`src/rtl/cell_plot_arbiter.sv`:
```
// Round-robin owner of the VGA pixel-write port: grants one cell request at a
// time, scans the 8x8-board cell out pixel by pixel, then pulses done to the winner.

module cell_plot_req_lane #(
  parameter int IW   = 2,
  parameter int LANE = 0
) (
  input  logic          req_i,
  input  logic [IW-1:0] ptr_i,
  output logic          upper_o
);
  // Requester sits at or above the rotation pointer: wins before any wrapped lane.
  assign upper_o = req_i && (LANE >= int'(ptr_i));
endmodule

module cell_plot_arbiter #(
  parameter int N_REQ = 3,
  parameter int CELL  = 14,
  parameter int X0    = 24,
  parameter int Y0    = 4
) (
  input  logic               clock_i,
  input  logic               resetn_i,
  input  logic [N_REQ-1:0]   req_i,
  input  logic [3*N_REQ-1:0] cell_x_i,
  input  logic [3*N_REQ-1:0] cell_y_i,
  input  logic [2*N_REQ-1:0] select_i,
  output logic [N_REQ-1:0]   gnt_o,
  output logic [N_REQ-1:0]   done_o,
  output logic               busy_o,
  output logic [7:0]         x_o,
  output logic [6:0]         y_o,
  output logic [2:0]         colour_o,
  output logic               plot_o
);
  localparam int IW = (N_REQ > 1) ? $clog2(N_REQ) : 1;
  localparam int CW = (CELL > 1) ? $clog2(CELL) : 1;
  localparam logic [CW-1:0] LAST = CW'(CELL - 1);

  localparam logic [2:0] C_FELT  = 3'b010;
  localparam logic [2:0] C_BLACK = 3'b000;
  localparam logic [2:0] C_WHITE = 3'b111;
  localparam logic [2:0] C_CURS  = 3'b110;

  typedef struct packed {
    logic [2:0] cx;
    logic [2:0] cy;
    logic [1:0] sel;
  } cell_req_t;

  typedef enum logic [1:0] {S_IDLE, S_DRAW, S_DONE} state_t;

  state_t                       state_q;
  cell_req_t                    cur_q;
  logic      [IW-1:0]           ptr_q, win_q;
  logic      [CW-1:0]           i_q, j_q;
  logic      [N_REQ-1:0]        gnt_q, done_q;
  logic                         busy_q, plot_q;
  logic      [7:0]              x_q;
  logic      [6:0]              y_q;
  logic      [2:0]              colour_q;

  cell_req_t [N_REQ-1:0]        lane_req;
  logic      [N_REQ-1:0]        upper, pick, win_oh;
  logic      [IW-1:0]           win_idx;

  for (genvar g = 0; g < N_REQ; g++) begin : g_lane
    cell_plot_req_lane #(.IW(IW), .LANE(g)) u_lane (
      .req_i   (req_i[g]),
      .ptr_i   (ptr_q),
      .upper_o (upper[g])
    );
    assign lane_req[g] = {cell_x_i[3*g +: 3], cell_y_i[3*g +: 3], select_i[2*g +: 2]};
  end

  // Lowest index among lanes at/above ptr; if none, lowest overall (wrap).
  always_comb begin
    pick    = (|upper) ? upper : req_i;
    win_idx = '0;
    win_oh  = '0;
    for (int k = N_REQ - 1; k >= 0; k--) begin
      if (pick[k]) begin
        win_idx   = IW'(k);
        win_oh    = '0;
        win_oh[k] = 1'b1;
      end
    end
  end

  logic       edge_i, edge_j, corner, border;
  logic [7:0] x_d;
  logic [6:0] y_d;
  logic [2:0] colour_d;
  logic       plot_d;

  assign edge_i = (i_q == '0) || (i_q == LAST);
  assign edge_j = (j_q == '0) || (j_q == LAST);
  assign corner = edge_i && edge_j;
  assign border = edge_i || edge_j;
  assign x_d    = 8'(X0) + 8'(cur_q.cx) * 8'(CELL) + 8'(i_q);
  assign y_d    = 7'(Y0) + 7'(cur_q.cy) * 7'(CELL) + 7'(j_q);

  // Disk corners stay felt-green for a rounded look; cursor writes border only.
  always_comb begin
    colour_d = C_FELT;
    plot_d   = 1'b1;
    unique case (cur_q.sel)
      2'd0: colour_d = C_FELT;
      2'd1: colour_d = corner ? C_FELT : C_BLACK;
      2'd2: colour_d = corner ? C_FELT : C_WHITE;
      2'd3: begin
        colour_d = C_CURS;
        plot_d   = border;
      end
      default: colour_d = C_FELT;
    endcase
  end

  always_ff @(posedge clock_i or negedge resetn_i) begin
    if (!resetn_i) begin
      state_q  <= S_IDLE;
      cur_q    <= '0;
      ptr_q    <= '0;
      win_q    <= '0;
      i_q      <= '0;
      j_q      <= '0;
      gnt_q    <= '0;
      done_q   <= '0;
      busy_q   <= 1'b0;
      plot_q   <= 1'b0;
      x_q      <= '0;
      y_q      <= '0;
      colour_q <= '0;
    end else begin
      done_q <= '0;
      plot_q <= 1'b0;
      unique case (state_q)
        S_IDLE: begin
          if (|req_i) begin
            cur_q   <= lane_req[win_idx];
            win_q   <= win_idx;
            gnt_q   <= win_oh;
            busy_q  <= 1'b1;
            i_q     <= '0;
            j_q     <= '0;
            state_q <= S_DRAW;
          end
        end
        S_DRAW: begin
          x_q      <= x_d;
          y_q      <= y_d;
          colour_q <= colour_d;
          plot_q   <= plot_d;
          if (i_q == LAST) begin
            i_q <= '0;
            if (j_q == LAST) begin
              j_q     <= '0;
              done_q  <= gnt_q;
              state_q <= S_DONE;
            end else begin
              j_q <= j_q + 1'b1;
            end
          end else begin
            i_q <= i_q + 1'b1;
          end
        end
        S_DONE: begin
          gnt_q   <= '0;
          busy_q  <= 1'b0;
          ptr_q   <= (win_q == IW'(N_REQ - 1)) ? '0 : win_q + 1'b1;
          state_q <= S_IDLE;
        end
        default: state_q <= S_IDLE;
      endcase
    end
  end

  assign gnt_o    = gnt_q;
  assign done_o   = done_q;
  assign busy_o   = busy_q;
  assign x_o      = x_q;
  assign y_o      = y_q;
  assign colour_o = colour_q;
  assign plot_o   = plot_q;
endmodule

```
`config.mk`:
```
export PLATFORM = sky130hd
export DESIGN_NAME = cell_plot_arbiter
export DESIGN_NICKNAME = d
export VERILOG_FILES = /design/src/rtl/cell_plot_arbiter.sv
export SDC_FILE = /design/constraint.sdc
export NUM_CORES = 1
export LEC_CHECK = 0
export BUFFER_PORTS_ARGS = -buffer_cell sky130_fd_sc_hd__buf_2
export CORE_UTILIZATION = 27
export CTS_CLUSTER_DIAMETER = 200
export DETAILED_ROUTE_END_ITERATION = 8
export GPL_ROUTABILITY_DRIVEN = 1
export PLACE_DENSITY = 0.5
export RECOVER_POWER = 50
export SLEW_MARGIN = 20
export SYNTH_ARGS = -nofsm -noshare
export SYNTH_HDL_FRONTEND = slang
export SYNTH_SLANG_ARGS = --single-unit
```
`constraint.sdc`:
```
create_clock -name clock_i -period 4.19 [get_ports clock_i]
set_input_delay 0.6285 -clock clock_i [delete_from_list [all_inputs] [get_ports clock_i]]
set_output_delay 0.6285 -clock clock_i [all_outputs]
set_load 0.02 [all_outputs]
```
# == Yosys cells after proc, flatten, opt, wreduce, memory -nomap -nowiden ==
# Index checks and enable logic that the tools add are counted.
# classes
multipliers,2
addsub,7
magnitude_cmp,4
mux,32
eq_ne,11
reduce_logical,20
# op_table
op,n
$mux W3,9
$bmux W8 S2,1
$mux W2,8
$mux W4,4
$pmux W4 S2,2
$mul A3 B3 Y6 const B,2
$pmux W3 S4,1
$add A4 B1 Y4 const B,2
$add A5 B7 Y8 const A,1
$add A8 B4 Y8,1
$eq A2 B2 Y1 const B,4
$eq A4 B4 Y1 const B,2
$logic_not A4 Y1,2
$mux W8,1
$add A3 B7 Y7 const A,1
$add A7 B4 Y7,1
$ne A2 B2 Y1 const B,3
$pmux W3 S2,1
$reduce_and A2 Y1,3
$reduce_and A3 Y1,2
$reduce_or A3 Y1,2
$eq A2 B1 Y1 const B,2
$ge A1 B2 Y1 const A,2
$logic_and A1 B1 Y1,4
9 further kinds,15
# totals
word_cells,91
out_inout_bits,26
inputBits,29
reg_bits,48

# == Longest topological paths before layout ==
# Gate-level depths: netlist (run 1).
# depth
ltp_word,9
depth_mapped,12
mapped_depth_nobuf,12

# == By module ==
# Synthesis (run 1) repeated with hierarchy kept, for this count alone.
# unflattened
hier_cells,290
hier_area_um2,2901.5
# modules_own_cells
mod,instances,cells_per_inst,seq_area_each_um2,area_each_um2
cell_plot_arbiter,1,287,1201.2,2864.0
cell_plot_req_lane (g_lane[1].u_lane),1,1,0.0,13.8
cell_plot_req_lane (g_lane[0].u_lane),1,1,0.0,12.5
cell_plot_req_lane (g_lane[2].u_lane),1,1,0.0,11.3

# == Least setup slack after synthesis (run 1) ==
# OpenSTA, ideal clock, no wires.
# synth_timing
path_type,reg2reg
from,register cur_q[2] (netlist name)
to,"register y_q[6], in the netlist y_o[6]"
slack_ns,1.586
n_path_buf,0
path_stages_with_launch,11
arrival_time_ns,2.470
cell_sequence,dfrtp_1 > inv_1 > fa_1 > inv_1 > ha_1 > ha_1 > fa_1 > a21oi_1 > nor2_1 > xnor2_1 > o21ai_0
# synth_between
elab_chain_cells,3
# synth_rtl
element,line,rtl
"start, declared",54,cell_req_t cur_q;
"start signal, assigned",140,cur_q <= lane_req[win_idx];
$mul A3 B3 Y6,101,assign y_d = 7'(Y0) + 7'(cur_q.cy) * 7'(CELL) + 7'(j_q);
$add A3 B7 Y7,101,
$add A7 B4 Y7,101,
"end signal, assigned",151,y_q <= y_d;
"end, declared",60,logic [6:0] y_q;
# Every way passes these cells.
# A chain may end at the register's enable or synchronous reset.

# == Worst setup path after layout (run 1) ==
# Ends and elaborated chain as after synthesis.

==> flow_summary.yaml, run 1 <==
synth:
  synth_area_leader_cell: "dfrtp_1"
  seq_area_frac_synth_pct: 39.8
  synth.avg_cell_area_um2: 9.61
  ys.flop_type: "dfrtp_1"
  async_reset_ff_share_pct: 100
  syn_inst: 314
  syn-num-nets: 380
  ys_seq_elements: 48
  synth_edf_count: 0
  synth_top_area_share_pct: 39.8
  synthDistinctLibCells: 46
  ys.warnings.count: 0
  netlist_area_um2: 3020
  synth_area_leaders: "dfrtp_1 (40%), ha_1 (12%), nand2_1 (6.1%)"
floorplanning:
  dieHeight_um: 108
  die_w_um: 108
  fp.coreArea_um2: 10800
  start_util_pct: 27.8
  pin_count: 55
  rows: 38
  die_area_um2: 11600
sta:
  slew_viol_final: 49
  final.setup_skew_ps: 4.16
  setup_viol: 0
  finalHoldViolCount: 0
  post-route-period-util_pct: 65.6
  final.setup.tns_ps: 0
  rsz0062_at_grt: "false"
  layout_min_cycle_time_ps: 2750
  worst_slew_pin_slew_ps: 2630
  relSlewSlack_pct: -75.6
  fmax_mhz: 364
global_route:
  antenna_found_initial: 0
  overflow: 0
  grt_pass1_wl_um: 11400
  grt_max_degree: 49
  grt_usage_pct: 12.6
  grt_pass1_vias: 2351
place:
  port-buffer-count: 54
  place.gp.congestion: 0.775
  dp_hpwl_um: 5030
route:
  wl_per_cell_um: 13.0
  postRouteAntennaNets: 0
  routed_wl_um: 6560
  drt_first_pass_iters: 4
  drc: 0
  viasPerCell: 4.59
  num_vias: 2316
  drt_iter0_drc: 87
finish:
  drive_above_1_share_pct: 17.8
  antenna_cells: 0
  layout_common_cells: "nand2_1 (49), dfrtp_1 (48), buf_2 (44), inv_1 (39), ha_1 (29)"
  final_common_cell: "nand2_1"
  finalNetCount: 430
  fillers: 1185
  area_growth_pct: 15.6
critical_path:
  crit_type: "reg2reg"
  worstPathRequired_ps: 4420
  crit_arrival_ps: 2980
  reg2reg_from: "cur_q[2]"
  cp-end-kind: "flop"
  start_kind: "flop"
  r2r-end: "y_o[6]"
  reg2reg_slack_ps: 1440
  reg2regPathDepth: 10
  cp_max_fo: 4
pwr:
  totalPowerFinal_mw: 0.797
  power_density_nw_per_um2: 229
  ir_drop_mv: 0.125
  p_leak_nw: 1.70
worst_hold_path:
  hold_end: "y_o[3]"
  hold_depth: 2
  worstHoldStart: "y_o[3]"
  min_path_type: "reg2reg"
run_status:
  violations: "max-capacitance violations, max-slew violations"
  status: "complete, but fails checks"
clock_network:
  clk_path_buf_depth: 2
  hold_buffers: 0
  numCtsBuffers: 5
  cts.sinks: 48
  clkLatencyLatePin_ps: 300
  cts.reportedPaths.clkPinSlew_ps: 90
  post_cts_resized: 0
  postCtsSetupBuffers: 0
  cts_root_buf: "clkbuf_8"
  cts_tree: "done"
  cts_max_level: 2
job:
  drv_cap: 1
[registers in the layout (all words and copies together) (netlist names)]
name and flops:
x_o 8, ptr_q 2, j_q 4, cur_q 8, win_q 2, y_o 7
state_q 2, colour_o 3, busy_o 1, gnt_o 3, plot_o 1, i_q 4
done_o 3
[synth_stat cells (all sizes together) (6+ instances only)]
master,n
a21oi,7
inv,39
a21o,7
nor2,14
o21ai,19
ha,29
nand2,49
clkbuf,8
a221oi,6
fa,8
dfrtp,48
nand3,7
a22oi,9
a211oi,10
[kinds of logic (layout without fill, tap and decap cells)]
group	count (synthesis)	in the layout	share of synthesized area, %
xor gates and xnor gates	8	8	2.32
buffers and inverters	52	103	7.09
adders and majority gates	37	37	17.3
DFF	48	48	39.8
and+or+nand+nor	94	94	14.6
AOI/OAI and AO/OA	75	75	18.8
[worst max-delay path: stages, from the launching register on]
cell,delay (ps)
dfrtp_1,440
inv_1,110
fa_1,530
inv_1,40
ha_1,290
ha_1,320
fa_1,460
a21oi_1,170
nor2_1,60
xnor2_1,120
o21ai_0,130
[through the flow]
| step | cell area [µm²] | util (%) | setup slack [ps] | std cells | hold WS, ps |
|---|---|---|---|---|---|
| 2_1_floorplan | 3020 | - | 1590 | 314 | 333 |
| 3_3_place_gp | 3410 | 31.5 | 1500 | 497 | 458 |
| 3_5_place_dp | 3410 | 31.5 | 1430 | 497 | 459 |
| 4_1_cts | 3500 | 32.3 | 1390 | 505 | 451 |
| 5_1_grt | 3490 | 32.2 | 782 | 505 | 513 |
| 6_report | 3490 | 32.2 | 1440 | 505 | 480 |
[where the power goes]
group          internal, mW  switching [mW]  total, mW
combinational        0.0143          0.0243     0.0386
sequential            0.463               0      0.463
clock                 0.134           0.161      0.296
total                 0.612           0.185      0.797
[layer usage]
| metal | GRT usage [%] | up-vias | part of all wire [%] |
|---|---|---|---|
| met3 | 2.66 | 7 | 5.5 |
| met1 | 17.9 | 1091 | 51 |
| li1 | - | 1162 | - |
| met4 | 3.23 | 0 | 1.1 |
| met2 | 19.2 | 56 | 42 |
| met5 | 0 | - | 0 |
[layout make-up]
class | instances | area (µm²) | share of cell area, %
clock buffers | 7 | 86.3 | 2.48
inverters | 39 | 146 | 4.20
multi-input cells | 214 | 1600 | 45.9
well taps | 140 | 175 | 5.02
repair buffers | 56 | 269 | 7.71
flip-flops and latches | 48 | 1200 | 34.4
clock inverters | 1 | 7.51 | 0.215
[how the worst max path moves through the flow]
stage | depth (start not counted) | slack (ps) | from | end
final | 10 | 1440 | cur_q[2] | y_o[6]
after global placement | 10 | 1500 | cur_q[2] | y_o[6]
after global routing | 2 | 780 | resetn_i | state_q[0]
after detailed placement | 10 | 1430 | cur_q[2] | y_o[6]
after floorplan | 10 | 1590 | cur_q[2] | y_o[6]
after CTS | 10 | 1390 | cur_q[2] | y_o[6]
(Power assumes the default switching activity.)
==> run 2, diff against run 1 <==
==> constraint.sdc (replaced) <==
create_clock -name clock_i -period 2.6 [get_ports clock_i]
set_input_delay 0.39 -clock clock_i [delete_from_list [all_inputs] [get_ports clock_i]]
set_output_delay 0.39 -clock clock_i [all_outputs]
set_load 0.02 [all_outputs]
==> flow_summary.yaml, run 2 (synthesized netlist as in run 1, its figures left out) <==
run_status:
  status: "completed"
critical_path:
  start_kind: "flop"
  cp_max_fo: 2
  max_stage_delay_ps: 590
  cp_top_family: "adder cells"
  critPathBufInv: 2
  crit_arrival_ps: 2730
  worstPathRequired_ps: 2800
  critPathSlowestCell: "fa_1"
  cp-end-kind: "flop"
  worstPathCellList: "fa_1 -> ha_4 -> inv_2 -> fa_2 -> inv_2 -> ha_4 -> nor2_2 -> a21oi_2 -> xor2_1 -> o21ai_1"
  crit_type: "reg2reg"
pwr:
  totalPowerFinal_mw: 1.29
  ir_drop_mv: 0.196
  power_density_nw_per_um2: 345
  p_leak_nw: 1.80
finish:
  antenna_cells: 0
  fillers: 1165
  final_common_cell: "buf_2"
  drive_above_1_share_pct: 29.9
  area_growth_pct: 24.0
  layout_common_cells: "buf_2 (54), nand2_1 (49), dfrtp_1 (48), inv_1 (33), ha_1 (22)"
  finalNetCount: 446
clock_network:
  clkLatencyLatePin_ps: 300
  clk_path_buf_depth: 2
  numCtsBuffers: 5
  cts_max_level: 2
  hold_buffers: 0
  cts_tree: "done"
  cts_root_buf: "clkbuf_8"
  cts.reportedPaths.clkPinSlew_ps: 90
  cts.sinks: 48
place:
  port-buffer-count: 54
  place.gp.congestion: 0.831
  dp_slack_ps: -29.4
  dp_hpwl_um: 5200
global_route:
  antenna_found_initial: 0
  grt_usage_pct: 12.9
  grt.met2_usage_pct: 20.7
  grt_max_degree: 49
  overflow: 0
  grt_pass1_vias: 2398
  top_usage_layer: "met2"
  grt_use_met3_pct: 2.66
  grt_pass1_wl_um: 11700
  grt.met1_usage_pct: 17.6
sta:
  relSlewSlack_pct: 18.7
  layout_min_cycle_time_ps: 2530
  fmax_mhz: 395
  setup_viol: 0
  rsz0062_at_grt: "true"
  final.setup_skew_ps: 15.6
  final.setup.tns_ps: 0
  worst_slew_pin_slew_ps: 1220
  layout_setup_ws_ps: 68.2
  post-route-period-util_pct: 97.4
  finalHoldViolCount: 0
  slew_viol_final: 0
floorplanning:
  start_util_pct: 27.8
  dieHeight_um: 108
  pin_count: 55
  fp.coreArea_um2: 10800
  rows: 38
  die_w_um: 108
  die_area_um2: 11600
route:
  routed_wl_um: 6990
  wl_per_cell_um: 13.4
  drc: 0
  postRouteAntennaNets: 0
  drt_iter0_drc: 90
  num_vias: 2415
  viasPerCell: 4.64
  drt_first_pass_iters: 4
job:
  drv_cap: 0
worst_hold_path:
  min_path_type: "in2reg"
-- run 2: layout make-up --
type                    count  area (µm²)  area share [%]
multi-input cells         214        1720            46.0
flip-flops and latches     48        1200            32.1
clock buffers               7        86.3            2.31
clock inverters             1        7.51           0.201
inverters                  39         146            3.91
well taps                 140         175            4.68
repair buffers             72         403            10.8
-- run 2: stage by stage --
step	area, µm²	cells	util [%]	hold WS (ps)
after detailed placement	3510	510	32.4	459
after global placement	3510	510	32.4	456
after CTS	3620	519	33.4	215
final	3740	521	34.5	328
after global routing	3740	521	34.5	323
after floorplan	3020	314	-	94.4
-- run 2: final timing paths --
path                              from  endpoint  slack, ps  depth (start not counted)
max                           cur_q[7]    x_o[6]         70                         10
max reg2reg                   cur_q[7]    x_o[6]         70                         10
min reg2reg                     y_o[3]    y_o[3]        480                          2
min                        cell_x_i[8]  cur_q[7]        330                          3
max in group asynchronous     resetn_i    i_q[0]       1440                          2
min in group asynchronous     resetn_i    x_o[5]        420                          2
-- run 2: worst min-delay path, stage by stage --
cell,delay (ps)
buf_2,90
inv_1,40
a211oi_1,50
-- run 2: per-layer routing --
metal  wire length (µm)  up-vias
li1                   -     1200
met1               3520     1144
met2               3090       67
met3                336        4
met4                 44        0
met5                  0        -
-- run 2: power breakdown --
| part | switching, mW | internal [mW] |
|---|---|---|
| clock | 0.265 | 0.217 |
| combinational | 0.0384 | 0.0233 |
| sequential | 0 | 0.746 |
| total | 0.303 | 0.986 |
-- run 2: what timing repair did --
| item | in CTS | in global routing |
|---|---|---|
| hold endpoints to repair | 0 | 0 |
| pin swaps | 0 | 12 |
| resized for setup | 4 | 22 |
| setup endpoints to repair | 4 | 5 |
| buffers inserted | 1 | 2 |
==> run 3, diff against run 2 <==
--- a/config.mk
+++ b/config.mk
@@ -6,11 +6,12 @@
 export NUM_CORES = 1
 export LEC_CHECK = 0
 export BUFFER_PORTS_ARGS = -buffer_cell sky130_fd_sc_hd__buf_2
-export CORE_UTILIZATION = 27
+export CORE_UTILIZATION = 56
 export CTS_CLUSTER_DIAMETER = 200
 export DETAILED_ROUTE_END_ITERATION = 8
 export GPL_ROUTABILITY_DRIVEN = 1
-export PLACE_DENSITY = 0.5
+export GPL_TIMING_DRIVEN = 0
+export PLACE_DENSITY = 0.85
 export RECOVER_POWER = 50
 export SLEW_MARGIN = 20
 export SYNTH_ARGS = -nofsm -noshare
==> flow_summary.yaml, run 3 (synthesized netlist as in run 1, its figures left out) <==
run_status:
  status: "complete, but fails checks"
  violations: "negative setup slack"
route:
  viasPerCell: 5.51
  drt_first_pass_iters: 5
  wl_per_cell_um: 15.6
  postRouteAntennaNets: 0
  num_vias: 2505
  routed_wl_um: 7100
  drt_iter0_drc: 217
  drc: 0
sta:
  slew_viol_final: 0
  post-route-period-util_pct: 106
  final.setup.tns_ps: -186
  finalHoldViolCount: 0
  layout_setup_ws_ps: -162
  rsz0062_at_grt: "true"
  layout_min_cycle_time_ps: 2760
  setup_viol: 2
  relSlewSlack_pct: 21.8
  fmax_mhz: 362
  final.setup_skew_ps: 9.89
  worst_slew_pin_slew_ps: 1170
job:
  drv_cap: 0
critical_path:
  r2r-end: "x_o[6]"
  worstPathRequired_ps: 2790
  critPathSlowestCell: "fa_1"
  reg2regPathDepth: 10
  cp_top_family: "adder cells"
  crit_type: "reg2reg"
  reg2reg_slack_ps: -160
  crit_arrival_ps: 2950
  worstPathCellList: "fa_1 -> ha_4 -> inv_2 -> fa_2 -> xnor2_1 -> ha_4 -> nor2_1 -> a21oi_2 -> xor2_1 -> o21ai_1"
  reg2reg_from: "cur_q[6]"
  cp-end-kind: "flop"
  max_stage_delay_ps: 590
  critPathBufInv: 1
  crit_path_frequent_cell: "ha_4"
  start_kind: "flop"
  cp_max_fo: 2
floorplanning:
  die_area_um2: 5680
  pin_count: 55
  rows: 26
  die_w_um: 75.4
  dieHeight_um: 75.4
  start_util_pct: 58.7
  fp.coreArea_um2: 5140
clock_network:
  cts.sinks: 48
  hold_buffers: 0
  numCtsBuffers: 5
  cts_max_level: 2
  clkLatencyLatePin_ps: 310
  cts_tree: "done"
  cts.reportedPaths.clkPinSlew_ps: 90
  clk_path_buf_depth: 2
  cts_root_buf: "clkbuf_8"
global_route:
  grt_pass1_vias: 2360
  grt_usage_pct: 24.9
  grt_max_degree: 49
  antenna_found_initial: 0
  overflow: 0
  grt_pass1_wl_um: 10600
finish:
  area_growth_pct: 22.0
  fin_area_um2: 3680
  fillers: 389
  drive_above_1_share_pct: 26.8
  final_common_cell: "nand2_1"
  finalNetCount: 450
  antenna_cells: 0
  final_cells: 455
  layout_common_cells: "nand2_1 (49), buf_2 (47), dfrtp_1 (46), inv_1 (33), ha_1 (22)"
place:
  dp_hpwl_um: 4680
  dpl_cell_area_um2: 3380
  place.gp.congestion: 0.818
  port-buffer-count: 54
  dpl.cell_count: 438
pwr:
  ir_drop_mv: 0.279
  power_density_nw_per_um2: 377
  p_leak_nw: 1.78
worst_hold_path:
  min_path_type: "in2async"
[run 3: changes by cell type in the layout (fill, tap and decap cells not counted), moves of 2 or more]
cell	previous run	this run
dfrtp_2	0	2
dfrtp_1	48	46
buf_2	54	47
buf_4	17	8
buf_6	0	3
clkbuf_1	1	17
[run 3: worst max-delay path by stage]
stage	slack, ps	end	startpoint	cells after the start
finish	-160	x_o[6]	cur_q[6]	10
CTS	20	x_o[5]	cur_q[5]	10
floorplan	30	x_o[6]	cur_q[6]	9
global route	-230	x_o[6]	cur_q[6]	10
global placement	-100	y_o[5]	cur_q[2]	10
detailed placement	-190	y_o[5]	cur_q[2]	10
[run 3: layer usage]
metal | share of wire (%) | vias up | global-route usage (%)
li1 | - | 1203 | -
met1 | 42 | 1194 | 32.3
met2 | 50 | 92 | 40.5
met3 | 4.7 | 16 | 5.16
met4 | 3.0 | 0 | 10.9
met5 | 0 | - | 0
[run 3: final cells by class]
type / instances / area [µm²] / area share (%)
tap: 70 / 87.6 / 2.38
inverter: 39 / 146 / 3.98
multi-input combinational: 214 / 1720 / 46.8
buffer: 13 / 67.6 / 1.84
sequential: 48 / 1200 / 32.7
clock inverter: 2 / 38.8 / 1.05
timing repair buffer: 63 / 330 / 8.98
clock buffer: 6 / 82.6 / 2.24
[run 3: repair_timing]
item,in CTS,in global routing
setup buffers,7,2
pin swaps,0,10
gates cloned,0,0
hold endpoints to repair,0,0
endpoints found under the setup margin,5,5
resized for setup,9,18
[run 3: per-stage QoR]
stage	utilization (%)	hold slack, ps	worst slack (ps)	power [mW]
finish	71.6	306	-162	1.39
global route	71.6	334	-234	1.43
CTS	69.7	300	15.5	1.38
detailed placement	65.7	457	-186	0.823
global placement	65.7	453	-99.2	0.822
floorplan	-	94.4	34.2	0.783
[run 3: power breakdown]
group | total (mW) | internal, mW | switching [mW]
logic | 0.0617 | 0.0240 | 0.0377
registers | 0.746 | 0.746 | 0
clock network | 0.579 | 0.315 | 0.265
